<file path="src/rtl/pa_core_lsu.sv">
// pa_core_lsu: single-port load/store unit between the core and the TCM.
// One request in flight at a time. The request is captured on acceptance,
// checked for alignment and range, and turned into a one-cycle TCM strobe.
// Loads return the lane-selected, extended read data one cycle after the
// TCM read data becomes valid.
module pa_core_lsu #(
    parameter logic [31:0] TCM_BASE = 32'h2000_0000,
    parameter int unsigned TCM_KB   = 32
) (
    input  logic        clk_i,
    input  logic        rst_n_i,
    // core request
    input  logic        req_valid_i,
    output logic        req_ready_o,
    input  logic        req_we_i,
    input  logic [31:0] req_addr_i,
    input  logic [2:0]  req_size_i,
    input  logic        req_unsigned_i,
    input  logic [31:0] req_wdata_i,
    // core response
    output logic        rsp_valid_o,
    input  logic        rsp_ready_i,
    output logic [31:0] rsp_rdata_o,
    output logic        rsp_err_o,
    // TCM port 1
    output logic [31:0] tcm_addr_o,
    output logic        tcm_rd_o,
    output logic        tcm_we_o,
    output logic [2:0]  tcm_size_o,
    output logic [31:0] tcm_wdata_o,
    input  logic [31:0] tcm_rdata_i
);

    localparam logic [2:0]  SZ_B = 3'b001;
    localparam logic [2:0]  SZ_H = 3'b010;
    localparam logic [2:0]  SZ_W = 3'b100;
    // One past the last TCM byte; 33 bits so a TCM ending at 4 GiB still compares.
    localparam logic [32:0] TCM_END = {1'b0, TCM_BASE} + 33'(TCM_KB) * 33'd1024;

    typedef enum logic [1:0] {S_IDLE, S_ACCESS, S_WAIT, S_RESP} state_t;

    typedef struct packed {
        logic [31:0] addr;
        logic [2:0]  size;
        logic        we;
        logic        uns;
        logic [31:0] wdata;
    } lsu_req_t;

    state_t      state_q, state_d;
    lsu_req_t    req_q;
    logic        live_q;      // low during reset so ready stays low until the first edge
    logic [31:0] rdata_q;
    logic        err_q;

    logic        accept;
    logic        misalign;
    logic        out_of_range;
    logic        req_err;
    logic [31:0] rd_shift;
    logic [31:0] load_ext;

    assign req_ready_o = live_q && (state_q == S_IDLE);
    assign accept      = req_valid_i && req_ready_o;
    assign rsp_valid_o = (state_q == S_RESP);
    assign rsp_rdata_o = rdata_q;
    assign rsp_err_o   = err_q;

    assign misalign     = ((req_size_i == SZ_H) && req_addr_i[0]) ||
                          ((req_size_i == SZ_W) && (req_addr_i[1:0] != 2'b00));
    assign out_of_range = ({1'b0, req_addr_i} < {1'b0, TCM_BASE}) ||
                          ({1'b0, req_addr_i} >= TCM_END);
    assign req_err      = misalign || out_of_range;

    // State register; async reset returns to IDLE and aborts any operation.
    always_ff @(posedge clk_i or negedge rst_n_i) begin
        if (!rst_n_i) state_q <= S_IDLE;
        else          state_q <= state_d;
    end

    // Next-state logic.
    always_comb begin
        state_d = state_q;
        case (state_q)
            S_IDLE:   if (accept) state_d = req_err ? S_RESP : S_ACCESS;
            S_ACCESS: state_d = req_q.we ? S_RESP : S_WAIT;
            S_WAIT:   state_d = S_RESP;
            S_RESP:   if (rsp_ready_i) state_d = S_IDLE;
            default:  state_d = S_IDLE;
        endcase
    end

    // Request capture and response data; response regs clear once consumed.
    always_ff @(posedge clk_i or negedge rst_n_i) begin
        if (!rst_n_i) begin
            live_q  <= 1'b0;
            req_q   <= '0;
            rdata_q <= '0;
            err_q   <= 1'b0;
        end else begin
            live_q <= 1'b1;
            if (accept) begin
                req_q.addr  <= req_addr_i;
                req_q.size  <= req_size_i;
                req_q.we    <= req_we_i;
                req_q.uns   <= req_unsigned_i;
                req_q.wdata <= req_wdata_i;
                rdata_q     <= '0;
                err_q       <= req_err;
            end else if (state_q == S_WAIT) begin
                rdata_q <= load_ext;
            end else if ((state_q == S_RESP) && rsp_ready_i) begin
                rdata_q <= '0;
                err_q   <= 1'b0;
            end
        end
    end

    // Load lane select by address offset, then zero/sign extension.
    always_comb begin
        rd_shift = tcm_rdata_i >> {req_q.addr[1:0], 3'b000};
        load_ext = tcm_rdata_i;
        case (req_q.size)
            SZ_B: load_ext = req_q.uns ? {24'h0, rd_shift[7:0]}
                                       : {{24{rd_shift[7]}}, rd_shift[7:0]};
            SZ_H: load_ext = req_q.uns ? {16'h0, rd_shift[15:0]}
                                       : {{16{rd_shift[15]}}, rd_shift[15:0]};
            default: load_ext = tcm_rdata_i;
        endcase
    end

    // TCM port drive: live only in ACCESS, store data replicated across lanes.
    always_comb begin
        tcm_addr_o  = '0;
        tcm_size_o  = '0;
        tcm_rd_o    = 1'b0;
        tcm_we_o    = 1'b0;
        tcm_wdata_o = '0;
        if (state_q == S_ACCESS) begin
            tcm_addr_o = req_q.addr;
            tcm_size_o = req_q.size;
            tcm_rd_o   = !req_q.we;
            tcm_we_o   = req_q.we;
            if (req_q.we) begin
                case (req_q.size)
                    SZ_B:    tcm_wdata_o = {4{req_q.wdata[7:0]}};
                    SZ_H:    tcm_wdata_o = {2{req_q.wdata[15:0]}};
                    default: tcm_wdata_o = req_q.wdata;
                endcase
            end
        end
    end

endmodule

</file>
<file path="config.mk">
export PLATFORM = sky130hd
export DESIGN_NAME = pa_core_lsu
export DESIGN_NICKNAME = d
export VERILOG_FILES = /design/src/rtl/pa_core_lsu.sv
export SDC_FILE = /design/constraint.sdc
export NUM_CORES = 1
export LEC_CHECK = 0
export ABC_AREA = 1
export CORE_MARGIN = 8
export CORE_UTILIZATION = 45
export CTS_BUF_LIST = sky130_fd_sc_hd__clkbuf_8 sky130_fd_sc_hd__clkbuf_16
export CTS_CLUSTER_SIZE = 40
export DETAILED_ROUTE_END_ITERATION = 6
export PLACE_DENSITY = 0.84
export SLEW_MARGIN = 20
export SYNTH_ARGS = -nofsm -noshare
export SYNTH_HDL_FRONTEND = slang
export SYNTH_SLANG_ARGS = --single-unit
</file>
<file path="constraint.sdc">
create_clock -name clk_i -period 2.1 [get_ports clk_i]
set_input_delay 0.525 -clock clk_i [delete_from_list [all_inputs] [get_ports clk_i]]
set_output_delay 0.525 -clock clk_i [all_outputs]
set_load 0.1 [all_outputs]
</file>
==> metrics.md, run 1 <==
| Metric | Value |
|---|---|
| Status | `complete, but fails checks` |
| Failing checks | `setup timing` |
| Setup ws final | `-425 ps` |
| Worst EP arrival | `2000 ps` |
| Yosys Warn Count | `0` |
| Max cap viols | `0` |
| Worst slew margin | `0.615` |
| CP endpoint kind | `output pin` |
| Clock Root Buffer | `clkbuf_16` |
| Most common cell after layout, fill and taps aside | `nand2_1` |
| Grt total ovfl | `0` |
| Worst Setup Start Kind | `flop` |
| Core outline area | `12600 sq um` |
| Clk sinks | `105` |
| Leak | `5.06 nW` |
| Crit path max fanout | `8` |
| Crit path time final | `2520 ps` |
| CP cell instances | `inv_2 > nor2_2 > nand2_2 > nand2_8 > buf_12 > o211ai_4 > nand2_8 > a21oi_4 > buf_12` |
| Yosys reg bits | `105` |
| First-pass GRT wire length | `39300 um` |
| Routed wire length per instance | `22.9 um` |
| IO buf count | `208` |
| Worst Hold Class | `in2async` |
| Total Routing Usage GR | `0.309` |
| Setup violations, final | `69` |
| Clock Skews | `16.8 ps` |
| WP buf/inv | `3` |
| Placed Instances | `1186` |
| Synth Instances | `826` |
| RePlAce Congestion | `0.924` |
| Post-synth top area cell | `dfrtp_1` |
| Net Count, Synth | `937` |
| Fin cells | `1230` |
| Total CTS buffers | `9` |
| Final hold violations | `0` |
| Most frequent cells in the layout | `nand2_1, clkdlybuf4s50_1, dfrtp_1` |
| WS Path Type | `reg2out` |
| Dpl hpwl | `15400 um` |
| Slew @ Worst Pin | `578 ps` |
| Crit path max-delay family | `buffers and inverters` |
| Starting Density | `0.460` |
| Die area | `16700 sq um` |
| Largest net degree at the start of global routing | `106` |
| Cell Rows | `41` |
| Reg clk slew, reported paths | `90 ps` |
| Clock H-tree levels | `3` |
| Flop-to-flop setup slack | `190 ps` |
| Vias/cell | `5.66` |
| Fmax | `396 MHz` |
| Initial antenna violation count | `2` |
| Synth Cell Area | `5780 sq um` |
| TritonRoute pass-1 iters | `6` |
| Util after Layout | `0.831` |
| Avg Inst Size Synth | `7.00 sq um` |
| Ports | `209` |
| Die Span Y | `129 um` |
| Fillers | `621` |
| DRC errors left | `0` |
| Post-synth cell types | `31` |
| Setup TNS | `-16250 ps` |
| Top cells by area, synth | `dfrtp_1, nand2_1, o21ai_0` |
| Final Max Slew Viols | `0` |
| Number of global-route vias before repair | `7102` |
| Final WL | `28200 um` |
| Worst vdd ir | `1.26 mV` |
| Clk buf depth | `2` |
| Worst Path Required | `1570 ps` |
| Fin nets | `1164` |
| Fraction of layout cells with a size suffix above 1 | `0.315` |
| Iter 0 DRT Violations | `770` |
| Layout area overhead | `80.7%` |
| Antenna diodes | `0` |
| Post-DRT Antenna Nets | `0` |
| # hold bufs at CTS | `0` |
| Period utilisation layout | `1.20` |
| CP max-delay cell | `dfrtp_1` |
| Critical Path Max Stage Delay | `410 ps` |
| Vias | `6964` |
| Worst-skew pair later-pin latency | `370 ps` |
| Power per cell area | `1820 nW/um^2` |
| CTS tree | `yes` |
| RSZ-0062 raised after global routing | `yes` |
| Die X | `129 um` |
| Synth top area share | `0.454` |
| Sequential-to-total area share from yosys stat | `0.454` |
## through the flow
step                      setup WS, ps  power, mW  cell area [sq um]  hold WS, ps
after global routing              -490       19.7              10400          282
after floorplan                   -339       11.7               6390          229
after global placement            81.1       14.8               9320          461
after CTS                         -296       18.1              10300          255
final                             -425       19.0              10400          230
after detailed placement          3.27       15.0               9320          465
## sequential cells by signal, summed over array words and instances, names as in the netlist
| register | cells |
|---|---|
| live_q | 1 |
| req_q | 69 |
| rsp_err_o | 1 |
| rsp_rdata_o | 32 |
| state_q | 2 |
## logic make-up after synthesis
kind of cell / count (synthesis) / synth area share
buf+inv: 155 / 0.112
flops: 105 / 0.454
fa+ha+maj: 6 / 0.0130
other cells: 1 / 0.000648
simple gates: 433 / 0.302
compound gates: 126 / 0.118
## path summary, 6_finish.rpt
kind / from / end / cells past startpoint
setup / recovery: req_q[34] / tcm_wdata_o[13] / 9
hold / removal: rst_n_i / rsp_rdata_o[27] / 2
setup reg to reg: state_q[0] / state_q[0] / 8
hold reg to reg: rsp_rdata_o[10] / rsp_rdata_o[10] / 2
max in group asynchronous: rst_n_i / req_q[35] / 2
min in group clk_i: rsp_rdata_o[10] / rsp_rdata_o[10] / 2
## report_power, final
group / internal, mW / leakage, nW / switching (mW)
logic: 4.20 / 3.61 / 9.20
clock network: 0.831 / 0.138 / 0.898
registers: 2.95 / 1.31 / 0.931
total: 7.98 / 5.06 / 11.0
## Yosys cell counts (all sizes together)
cell,n
buf,25
ha,6
conb,1
a211oi,2
nand3,38
nor2,46
o211ai,7
nand2,345
nor3,1
o21ai,87
or2,2
dfrtp,105
nand4,1
a22oi,1
a21oi,28
clkbuf,20
o21a,1
inv,110
## layout make-up
type	count	area [sq um]	area share
clock buffers	9	225	0.0216
clock inverters	7	60.1	0.00575
inverters	110	553	0.0529
multi-input cells	566	3370	0.323
flip-flops and latches	105	2630	0.252
well taps	172	215	0.0206
repair buffers	261	3390	0.325
## routing by layer
| layer | GRT usage | vias to the layer above | share of wire | routed length, um |
|---|---|---|---|---|
| met4 | 0.165 | 4 | 0.058 | 1620 |
| met2 | 0.522 | 486 | 0.48 | 13400 |
| met5 | 0 | - | 0.00092 | 26 |
| met1 | 0.340 | 3346 | 0.35 | 9960 |
| met3 | 0.101 | 142 | 0.11 | 3160 |
| li1 | - | 2986 | - | - |
## timing repair
action | 4_1_cts | 5_1_grt
endpoints found under the setup margin | 64 | 70
gates resized for setup | 111 | 39
cloned | 3 | 0
pin swaps | 12 | 14
setup buffers | 24 | 4
(Power assumes the default switching activity.)
==> inputs of run 2 (changes only) <==
- CORE_UTILIZATION: 45 -> 30
- PLACE_DENSITY: 0.84 -> 0.61
==> metrics.md, run 2 (synthesis gave the netlist of run 1 again) <==
| Metric | Value |
|---|---|
| Int Power | `8.45 mW` |
| Iter 0 DRT Violations | `242` |
| Final hold violations | `0` |
| Initial antenna violation count | `1` |
| Clock H-tree levels | `3` |
| Fin nets | `1167` |
| RSZ-0062 raised after global routing | `yes` |
| Status | `complete, but fails checks` |
| Worst-skew pair later-pin latency | `360 ps` |
| Leak | `5.16 nW` |
| Die X | `155 um` |
| Flop-to-flop setup slack | `200 ps` |
| Max cap viols | `0` |
| First-pass GRT wire length | `34400 um` |
| Clk buf depth | `2` |
| Fin cells | `1321` |
| Die Span Y | `155 um` |
| Setup ws final | `-270 ps` |
| Biggest register | `req_q` |
| Setup violations, final | `67` |
| CTS tree | `yes` |
| Most frequent cells in the layout | `nand2_1, dfrtp_1, clkdlybuf4s50_1` |
| Total CTS buffers | `9` |
| CP endpoint kind | `output pin` |
| Clock Skews | `9.12 ps` |
| Reg power frac | `0.200` |
| Starting Density | `0.307` |
| Worst Hold Class | `in2async` |
| WS Path Type | `reg2out` |
| TritonRoute pass-1 iters | `6` |
| Switching share of power | `0.549` |
| Period utilisation layout | `1.13` |
| Placed inst area | `9560 sq um` |
| Clock Root Buffer | `clkbuf_16` |
| Placed Instances | `1280` |
| Crit path max fanout | `6` |
| Grt total ovfl | `0` |
| Dpl hpwl | `16000 um` |
| Fmax | `422 MHz` |
| Power per cell area | `1750 nW/um^2` |
| Cell Rows | `50` |
| Power Total | `18.7 mW` |
| Dpl ws | `37.9 ps` |
| Worst EP arrival | `1850 ps` |
| Vias/cell | `4.57` |
| Final Max Slew Viols | `0` |
| Comb pwr share | `0.701` |
| Vias | `6041` |
| Final WL | `21600 um` |
| Util after Layout | `0.570` |
| Post-DRT Antenna Nets | `0` |
| Largest net degree at the start of global routing | `42` |
| Failing checks | `setup timing` |
| Worst vdd ir | `0.803 mV` |
| Net Sw Power | `10.3 mW` |
| Layout area overhead | `85.6%` |
| Clk sinks | `105` |
| Fraction of layout cells with a size suffix above 1 | `0.313` |
| Power share of the clock group | `0.100` |
| Antenna diodes | `0` |
| Core outline area | `18800 sq um` |
| DRC errors left | `0` |
| Number of global-route vias before repair | `6275` |
| Fillers | `1675` |
| Routed wire length per instance | `16.4 um` |
| Largest register FFs | `69` |
| Die area | `24000 sq um` |
| Post-route cell area | `10700 sq um` |
| Most common cell after layout, fill and taps aside | `nand2_1` |
| Ports | `209` |
| RePlAce Congestion | `0.876` |
| Crit path time final | `2370 ps` |
| # hold bufs at CTS | `0` |
| Total Routing Usage GR | `0.183` |
| IO buf count | `208` |
| Worst Setup Start Kind | `flop` |
| Reg clk slew, reported paths | `70 ps` |
| Worst Path Required | `1570 ps` |
run 2: cell types whose count changed in the layout (fill, tap and decap cells not counted), moves of 3 or more:
| cell | before | now |
|---|---|---|
| buf_12 | 87 | 92 |
| nor2_2 | 8 | 5 |
| inv_4 | 8 | 5 |
| buf_4 | 59 | 55 |
run 2: metrics by stage:
stage	setup TNS, ps	hold slack [ps]
global placement	0	462
floorplan	-4050	229
detailed placement	0	465
global route	-12930	122
finish	-8600	96.2
CTS	-7700	99.5
run 2: repair_timing:
| action | CTS | global route |
|---|---|---|
| cloned | 4 | 1 |
| setup buffers | 17 | 3 |
| setup endpoints to repair | 63 | 70 |
| pin swaps | 11 | 13 |
| gates resized for setup | 100 | 41 |
run 2: path summary, 6_finish.rpt:
kind | startpoint | to | cells after the start
max | req_q[34] | tcm_wdata_o[15] | 6
min | rst_n_i | rsp_rdata_o[22] | 1
max reg2reg | req_q[34] | rsp_rdata_o[22] | 9
min reg2reg | rsp_rdata_o[10] | rsp_rdata_o[10] | 2
max in group asynchronous | rst_n_i | req_q[67] | 2
min in group clk_i | rsp_rdata_o[10] | rsp_rdata_o[10] | 2
run 2: area by class of cell:
cell class	instances	area [sq um]	share of cell area
Multi-Input combinational cell	566	3380	0.315
Clock buffer	9	225	0.0210
Inverter	110	546	0.0508
Sequential cell	105	2630	0.245
Clock inverter	7	100	0.00932
Timing Repair Buffer	264	3530	0.329
Tap cell	260	325	0.0303
run 2: layer usage:
metal,share of wire,track usage
met1,0.42,0.213
met2,0.48,0.312
met3,0.088,0.0685
met4,0.012,0.0481
met5,0.00069,0
run 2: worst max-delay path, stage by stage, from the launching register on:
cell      delay [ps]
dfrtp_1          390
inv_2            100
nand3_4          150
o211ai_1         410
nand2_8           90
a21oi_4          140
buf_12           190
run 2: power groups by stage:
| stage | clock network (mW) | logic (mW) | registers (mW) |
|---|---|---|---|
| 5_1_grt | 2.01 | 13.9 | 3.85 |
| 2_1_floorplan | 0 | 6.47 | 5.28 |
| 3_3_place_gp | 0 | 11.6 | 3.58 |
| 6_report | 1.87 | 13.1 | 3.74 |
| 4_1_cts | 1.92 | 12.8 | 3.69 |
| 3_5_place_dp | 0 | 11.7 | 3.59 |
